`config.mk`:
```
export PLATFORM = sky130hd
export DESIGN_NAME = rtc_12h_ctrl
export DESIGN_NICKNAME = d
export VERILOG_FILES = /design/src/rtl/rtc_12h_ctrl.sv
export SDC_FILE = /design/constraint.sdc
export NUM_CORES = 1
export LEC_CHECK = 0
export ABC_AREA = 1
export ABC_CLOCK_PERIOD_IN_PS = 2760
export BUFFER_PORTS_ARGS = -buffer_cell sky130_fd_sc_hd__clkbuf_2
export CAP_MARGIN = 30
export CORE_UTILIZATION = 45
export DETAILED_ROUTE_END_ITERATION = 8
export GPL_ROUTABILITY_DRIVEN = 1
export PLACE_DENSITY = 0.71
export SYNTH_ARGS = -nofsm -noshare
export SYNTH_HDL_FRONTEND = slang
export SYNTH_SLANG_ARGS = --single-unit
export TNS_END_PERCENT = 10
```
`constraint.sdc`:
```
create_clock -name clk -period 2.76 [get_ports clk]
set_clock_uncertainty 0.2 [all_clocks]
set_input_delay 0.138 -clock clk [delete_from_list [all_inputs] [get_ports clk]]
set_output_delay 0.138 -clock clk [all_outputs]
set_load 0.02 [all_outputs]
```
`src/rtl/rtc_12h_ctrl.sv`:
```
// 12-hour real-time clock with a run/hold/load controller.
// Time advances on seconds strobes; a validated load can be applied from HOLD.
module rtc_12h_ctrl (
    input  logic       clk,
    input  logic       rst_n,
    input  logic       tick,
    input  logic       hold,
    input  logic       ld_valid,
    output logic       ld_ready,
    input  logic [3:0] ld_h12,
    input  logic [5:0] ld_min,
    input  logic       ld_ap,
    output logic [5:0] sec,
    output logic [5:0] min,
    output logic [3:0] h12,
    output logic       ap,
    output logic [4:0] h24,
    output logic       ld_err,
    output logic       hour_pulse
);

    typedef enum logic [1:0] {RUN, HOLD, LOAD} state_t;

    state_t     state;
    logic [3:0] cap_h12;
    logic [5:0] cap_min;
    logic       cap_ap;

    logic [5:0] sec_inc;
    logic [5:0] min_inc;
    logic [3:0] h12_inc;
    logic       ap_inc;
    logic       hour_wrap;
    logic       load_ok;

    function automatic logic [4:0] to_h24(input logic [3:0] h, input logic pm);
        logic [4:0] base;
        base = (h == 4'd12) ? 5'd0 : {1'b0, h};
        return pm ? base + 5'd12 : base;
    endfunction

    // Time one second ahead of the current registers.
    always_comb begin
        // NOTE: every always_comb output gets a default first so no path infers a latch.
        sec_inc   = sec + 6'd1;
        min_inc   = min;
        h12_inc   = h12;
        ap_inc    = ap;
        hour_wrap = 1'b0;
        if (sec == 6'd59) begin
            sec_inc = 6'd0;
            if (min == 6'd59) begin
                min_inc   = 6'd0;
                hour_wrap = 1'b1;
                if (h12 == 4'd11) begin
                    h12_inc = 4'd12;
                    ap_inc  = ~ap;
                end else if (h12 == 4'd12) begin
                    h12_inc = 4'd1;
                end else begin
                    h12_inc = h12 + 4'd1;
                end
            end else begin
                min_inc = min + 6'd1;
            end
        end
    end

    assign load_ok  = (cap_h12 >= 4'd1) && (cap_h12 <= 4'd12) && (cap_min <= 6'd59);
    assign ld_ready = (state == HOLD);

    // NOTE: sequential state uses non-blocking assignments only, so every register sees pre-edge values.
    always_ff @(posedge clk or negedge rst_n) begin
        if (!rst_n) begin
            state      <= RUN;
            sec        <= 6'd0;
            min        <= 6'd0;
            h12        <= 4'd12;
            ap         <= 1'b0;
            h24        <= 5'd0;
            ld_err     <= 1'b0;
            hour_pulse <= 1'b0;
            cap_h12    <= 4'd12;
            cap_min    <= 6'd0;
            cap_ap     <= 1'b0;
        end else begin
            ld_err     <= 1'b0;
            hour_pulse <= 1'b0;
            case (state)
                RUN: begin
                    if (tick) begin
                        sec        <= sec_inc;
                        min        <= min_inc;
                        h12        <= h12_inc;
                        ap         <= ap_inc;
                        h24        <= to_h24(h12_inc, ap_inc);
                        hour_pulse <= hour_wrap;
                    end
                    if (hold) state <= HOLD;
                end
                HOLD: begin
                    // A pending load wins over releasing hold.
                    if (ld_valid) begin
                        cap_h12 <= ld_h12;
                        cap_min <= ld_min;
                        cap_ap  <= ld_ap;
                        state   <= LOAD;
                    end else if (!hold) begin
                        state <= RUN;
                    end
                end
                LOAD: begin
                    if (load_ok) begin
                        h12 <= cap_h12;
                        min <= cap_min;
                        ap  <= cap_ap;
                        sec <= 6'd0;
                        h24 <= to_h24(cap_h12, cap_ap);
                    end else begin
                        ld_err <= 1'b1;
                    end
                    state <= hold ? HOLD : RUN;
                end
                default: state <= RUN;
            endcase
        end
    end

endmodule

```
== Word level (Yosys, flattened, before mapping) ==
Cells that the tools add are included.

* Add/subtract/negate cells: 5
* Order comparisons: 3
* Equality and inequality tests: 13
* Muxes and demuxes: 40
* Bitwise operators: 1
* Reduce and logical (&&, ||, !) cells: 8

{| class="wikitable"
|+ Operators with widths
! kind !! number
|-
| two-way mux 6 bit || 7
|-
| two-way mux 4 bit || 8
|-
| one-hot mux 6 bit (2 select lines) || 2
|-
| two-way mux 5 bit || 4
|-
| equality test 4 bit (second input constant) || 4
|-
| adder 6 x 1 -> 6 bit (second input constant) || 2
|-
| equality test 6 bit (second input constant) || 2
|-
| two-way mux 1 bit || 12
|-
| adder 4 x 4 -> 5 bit (second input constant) || 2
|-
| one-hot mux 5 bit (2 select lines) || 1
|-
| != test 2 bit (second input constant) || 4
|-
| one-hot mux 4 bit (2 select lines) || 1
|-
| less-or-equal comparator 6 bit (second input constant) || 1
|-
| two-way mux 2 bit || 3
|-
| one-hot mux 2 bit (3 select lines) || 1
|-
| adder 4 x 1 -> 4 bit (second input constant) || 1
|-
| greater-or-equal comparator 4 x 1 -> 1 bit (second input constant) || 1
|-
| less-or-equal comparator 4 bit (second input constant) || 1
|-
| AND reduction 2 bit || 2
|-
| AND reduction 4 bit || 1
|-
| != test 3 bit (second input constant) || 1
|-
| AND reduction 3 bit || 1
|-
| equality test 2 x 1 -> 1 bit (second input constant) || 1
|-
| equality test 2 bit (second input constant) || 1
|-
| other kinds (5) || 6
|}

* Register bits after elaboration: 37
* Input bits: 16
* Output and inout port bits: 25
* Word-level logic and storage cells: 81

== Depth between registers and ports, before layout ==
* Word-level depth: 11
* Gate-level depth with buffers: 13
* Gate-level depth less buffers: 13

== Worst setup path after synthesis ==
Ideal clock, no wire load.

* Path kind: reg2reg
* From: reg min[0]
* To: reg h24[3]
* Setup time: 0.073 ns
* Data arrival time: 1.810 ns
* Required time: 2.487 ns
* Slack: 0.677 ns
* Stages on the path, launching flop included: 11
* Path buffers: 0
* Cells stage by stage: dfrtp_1 -> ha_1 -> nand2_1 -> nor2_4 -> nand3_1 -> nand2_1 -> o21ai_4 -> ha_1 -> a21oi_1 -> nand2_1 -> a21oi_2

* Word-level cells in the longest chain between the ends: 9

{| class="wikitable"
|+ Ends and longest elaborated chain
! item !! line !! source
|-
| start: declaration || 14 || <nowiki>output logic [5:0] min,</nowiki>
|-
| start signal: assignment || 93 || <nowiki>min <= min_inc;</nowiki>
|-
| start signal: assignment || 115 || <nowiki>min <= cap_min;</nowiki>
|-
| equality test 6 bit * || 52 || <nowiki>if (min == 6'd59) begin</nowiki>
|-
| two-way mux 4 bit || 52 ||
|-
| two-way mux 4 bit || 50 || <nowiki>if (sec == 6'd59) begin</nowiki>
|-
| equality test 4 bit || 38 || <nowiki>base = (h == 4'd12) ? 5'd0 : {1'b0, h};</nowiki>
|-
| two-way mux 4 bit || 38 ||
|-
| adder 4 x 4 -> 5 bit || 39 || <nowiki>return pm ? base + 5'd12 : base;</nowiki>
|-
| two-way mux 5 bit * || 39 ||
|-
| two-way mux 5 bit * || 91 || <nowiki>if (tick) begin</nowiki>
|-
| one-hot mux 5 bit (2 select lines) * || 89 || <nowiki>case (state)</nowiki>
|-
| end signal: assignment || 96 || <nowiki>h24 <= to_h24(h12_inc, ap_inc);</nowiki>
|-
| end signal: assignment || 118 || <nowiki>h24 <= to_h24(cap_h12, cap_ap);</nowiki>
|-
| end: declaration || 17 || <nowiki>output logic [4:0] h24,</nowiki>
|}

Mark *: on every way between the ends. The rest lies on a longest branch, timed or not. The select of a mux whose other input is x is not followed.
A chain may end at the register's enable or synchronous reset.

== Final worst setup path ==
* From: reg cap_h12[2]
* To: reg h12[0]

* Word-level cells in the longest chain between the ends: 5

{| class="wikitable"
|+ Ends and longest elaborated chain
! item !! line !! source
|-
| start: declaration || 25 || <nowiki>logic [3:0] cap_h12;</nowiki>
|-
| start signal: assignment || 104 || <nowiki>cap_h12 <= ld_h12;</nowiki>
|-
| greater-or-equal comparator 4 x 1 -> 1 bit / less-or-equal comparator 4 bit (equally long branches) || 69 || <nowiki>assign load_ok = (cap_h12 >= 4'd1) && (cap_h12 <= 4'd12) && (cap_min <= 6'd59);</nowiki>
|-
| logical AND 1 bit * (2 in a row) || 69 ||
|-
| != test 2 bit (no line) * || n/a ||
|-
| AND reduction 3 bit (no line) * || n/a ||
|-
| end signal: assignment || 94 || <nowiki>h12 <= h12_inc;</nowiki>
|-
| end signal: assignment || 114 || <nowiki>h12 <= cap_h12;</nowiki>
|-
| end: declaration || 15 || <nowiki>output logic [3:0] h12,</nowiki>
|}

Mark *: on every way between the ends. The rest lies on a longest branch, timed or not.

==> metrics.md <==
| Metric | Value |
|---|---|
| Placed Area | `2310 sq um` |
| Vias | `1888` |
| Worst R2R Start | `cap_h12[2]` |
| Cell with the most instances after synthesis | `nand2_1` |
| Synthesis-to-finish area growth | `24.1%` |
| Yosys cell types | `32` |
| PnR worst setup slack | `0.485 ns` |
| Via density | `5.10` |
| R2R Setup Slk | `0.48 ns` |
| Synth top area share | `39.8%` |
| Max cap viols | `0` |
| All-Layer GR Usage | `19.9%` |
| Core Rows | `24` |
| Clock transition at the registers of the reported paths | `0.07 ns` |
| Routed wire length | `4.44 mm` |
| Cell area after synthesis | `2070 sq um` |
| Synthesized net count | `282` |
| H-tree levels | `2` |
| Antenna violations before repair | `0` |
| Slowest stage cell, crit path | `dfstp_2` |
| Post-Syn Area per Cell | `8.04 sq um` |
| Layout cells sized above 1 | `23.3%` |
| Post-Layout Cell Count | `370` |
| Fmax | `440 MHz` |
| Setup_tns | `0 ns` |
| WP data arrival | `2.23 ns` |
| Post-Syn Instances | `258` |
| EDFF count, synth | `0` |
| Simple-gate share of the synthesized area | `28.8%` |
| Yosys reg bits | `37` |
| Synth Area in Adders | `4.83%` |
| Pin count of the biggest net entering global routing | `38` |
| Largest family of logic cells by synthesized area | `simple AND/OR/NAND/NOR gates` |
| Hold_sp | `ld_valid` |
| Final Net Count | `341` |
| Root Driver | `clkbuf_8` |
| Sequential cell area | `931 sq um` |
| Required time worst endpoint | `2.71 ns` |
| Sequential fraction of the synthesis area | `44.9%` |
| Hold depth | `4` |
| Die Span X | `69.9 um` |
| GPL Wtd Cong | `0.843` |
| Static leakage | `1.32 nW` |
| Post-DP HPWL | `3.18 mm` |
| Most common library cells after synthesis | `nand2_1, dfrtp_1, o21ai_0` |
| Area leader, netlist | `dfrtp_1` |
| Yosys warns | `0` |
| Crit Path Category | `flip-flop to flip-flop` |
| GR Overflow Total | `0` |
| Die area | `4890 sq um` |
| Period utilisation layout | `82.4%` |
| Post-route minimum period | `2.28 ns` |
| Async S/R FF share, synth | `100%` |
| Worst-Skew Late Latency | `0.28 ns` |
| CP peak stage delay | `0.54 ns` |
| Max-slew violations | `0` |
| Crit path max fanout | `17` |
| Starting Density | `47.3%` |
| Vias in the first global route | `1692` |
| Number of antenna diodes | `0` |
| Measured slew at the worst slew-check pin | `0.417 ns` |
| Final Setup Violations | `0` |
| Post-Synth XOR/XNOR Area | `0.844%` |
| Worst R2R End | `h12[0]` |
| WL per Instance | `12.0 um` |
| Worst hold endpoint | `cap_min[2]` |
| Top FF cell, synth | `dfrtp_1` |
| I/O pins | `41` |
| Finished Cell Area | `2570 sq um` |
| Max-Slew Margin vs Limit | `72.2%` |
| Critical Path Start Type | `flip-flop` |
| Post-synthesis compound-gate area fraction | `15.1%` |
| Synth top area cells | `dfrtp_1, nand2_1, o21ai_0` |
| First-pass GRT wire length | `7.76 mm` |
| Post-CTS Setup Repair Bufs | `0` |
| Core area | `4380 sq um` |
| Mux share of post-synthesis cell area | `0%` |
| Post-place setup slack | `0.495 ns` |
| Worst hold path type | `input pin to flip-flop` |
| Number of routed nets with antenna violations | `0` |
| Placed cells | `346` |
| RSZ-0062 raised after global routing | `false` |
| CTS tree | `done` |
| Ordered cell list for the critical path | `inv_1 > ha_1 > o21ai_1 > nand2_1 > nand3_1 > nand2_1 > nand2_2 > inv_1 > o211ai_1 > o21ai_0` |
| CP Capture Type | `flip-flop` |
| Stages on worst setup path | `10` |
| Footprint of the multi-input gates | `1030 sq um` |
| Initial drt markers | `132` |
| I/O Buffers | `40` |
| Top delay family on crit path | `flip-flops` |
| Max VDD drop | `0.000454 V` |
| Pre-Repair DR Iteration Count | `4` |
| Buf/Inv on CP | `2` |
| Clock Path Buffers | `2` |
| Fill count | `406` |
| DRC Markers | `0` |
| Clk sink count | `37` |
| Power Dens Cells | `822 nW/um^2` |
| Num CTS Buffers | `5` |
| Hold Violations, Final | `0` |
| Power, Total | `0.00212 W` |
| FF-to-FF path depth | `10` |
| Outcome | `completed` |
| Die Y | `69.9 um` |
## final cells by class
class                   instances  share of cell area, %
multi-input cells             193                   39.9
flip-flops and latches         37                   36.2
repair buffers                 56                   14.4
clock buffers                   8                   3.50
inverters                      24                   3.50
well taps                      52                   2.53
## cells by family after synthesis
logic type	Yosys count
simple gates	131
compound gates	52
flops	37
xor+xnor	2
buf+inv	28
fa+ha+maj	8
## cells in the final DEF (no fill, tap or decap), types with 2 or more instances in the layout
| cell | count |
|---|---|
| nand3_2 | 3 |
| dlygate4sd3_1 | 15 |
| a21oi_1 | 11 |
| o21a_1 | 2 |
| nand3_1 | 15 |
| dfstp_2 | 4 |
| o21ai_0 | 24 |
| nand2_1 | 79 |
| a21oi_2 | 3 |
| o21ai_1 | 2 |
| clkbuf_8 | 6 |
| ha_1 | 8 |
| nor3_1 | 2 |
| clkbuf_2 | 40 |
| dfrtp_1 | 33 |
| clkbuf_1 | 2 |
| nor2_4 | 5 |
| a22o_1 | 3 |
| nor2_1 | 18 |
| inv_2 | 3 |
| inv_1 | 21 |
| nand2_2 | 5 |
| o211ai_1 | 2 |
## power breakdown
part / leakage, nW / switching, W / internal [W]
clock: 0.0455 / 0.000179 / 0.000204
sequential: 0.459 / 0.000157 / 0.000711
combinational: 0.813 / 0.000544 / 0.000323
## through the flow
step	util [%]	hold WS [ns]
3_3_place_gp	52.8	0.121
4_1_cts	58.3	0.0492
6_report	58.7	0.0548
3_5_place_dp	52.8	0.127
5_1_grt	58.7	0.0872
2_1_floorplan	-	-0.358
## layer usage
layer	up-vias	part of all wire, %	global-route usage [%]	routed length [um]
li1	965	-	-	-
met1	872	51	28.6	2250
met2	47	44	29.9	1950
met3	4	4.3	3.46	193
met4	0	0.99	8.22	44
met5	-	0	0	0
## worst min-delay path: cells and delay by family
family / cells / cell delay [ns]
and+or+nand+nor: 3 / 0.27
buffers and inverters: 1 / 0.10
## worst max-delay path by stage
stage,to,start,slack [ns]
after floorplan,h24[3],min[0],0.68
after global placement,h12[0],cap_h12[2],0.57
after detailed placement,h12[1],cap_h12[2],0.50
after CTS,h12[1],cap_h12[2],0.49
after global routing,h12[2],cap_h12[2],0.27
final,h12[0],cap_h12[2],0.48
## timing repair
item                      4_1_cts  5_1_grt
hold buffers                   15        0
gates resized for setup         0        0
hold endpoints to repair       46        0
## flip-flops by register name (all words and copies together) (netlist names)
register	cells
state	2
h12	4
min	6
cap_min	6
ap	1
h24	5
hour_pulse	1
cap_ap	1
ld_err	1
sec	6
cap_h12	4
Note: power is estimated with default switching activity, not from simulation.
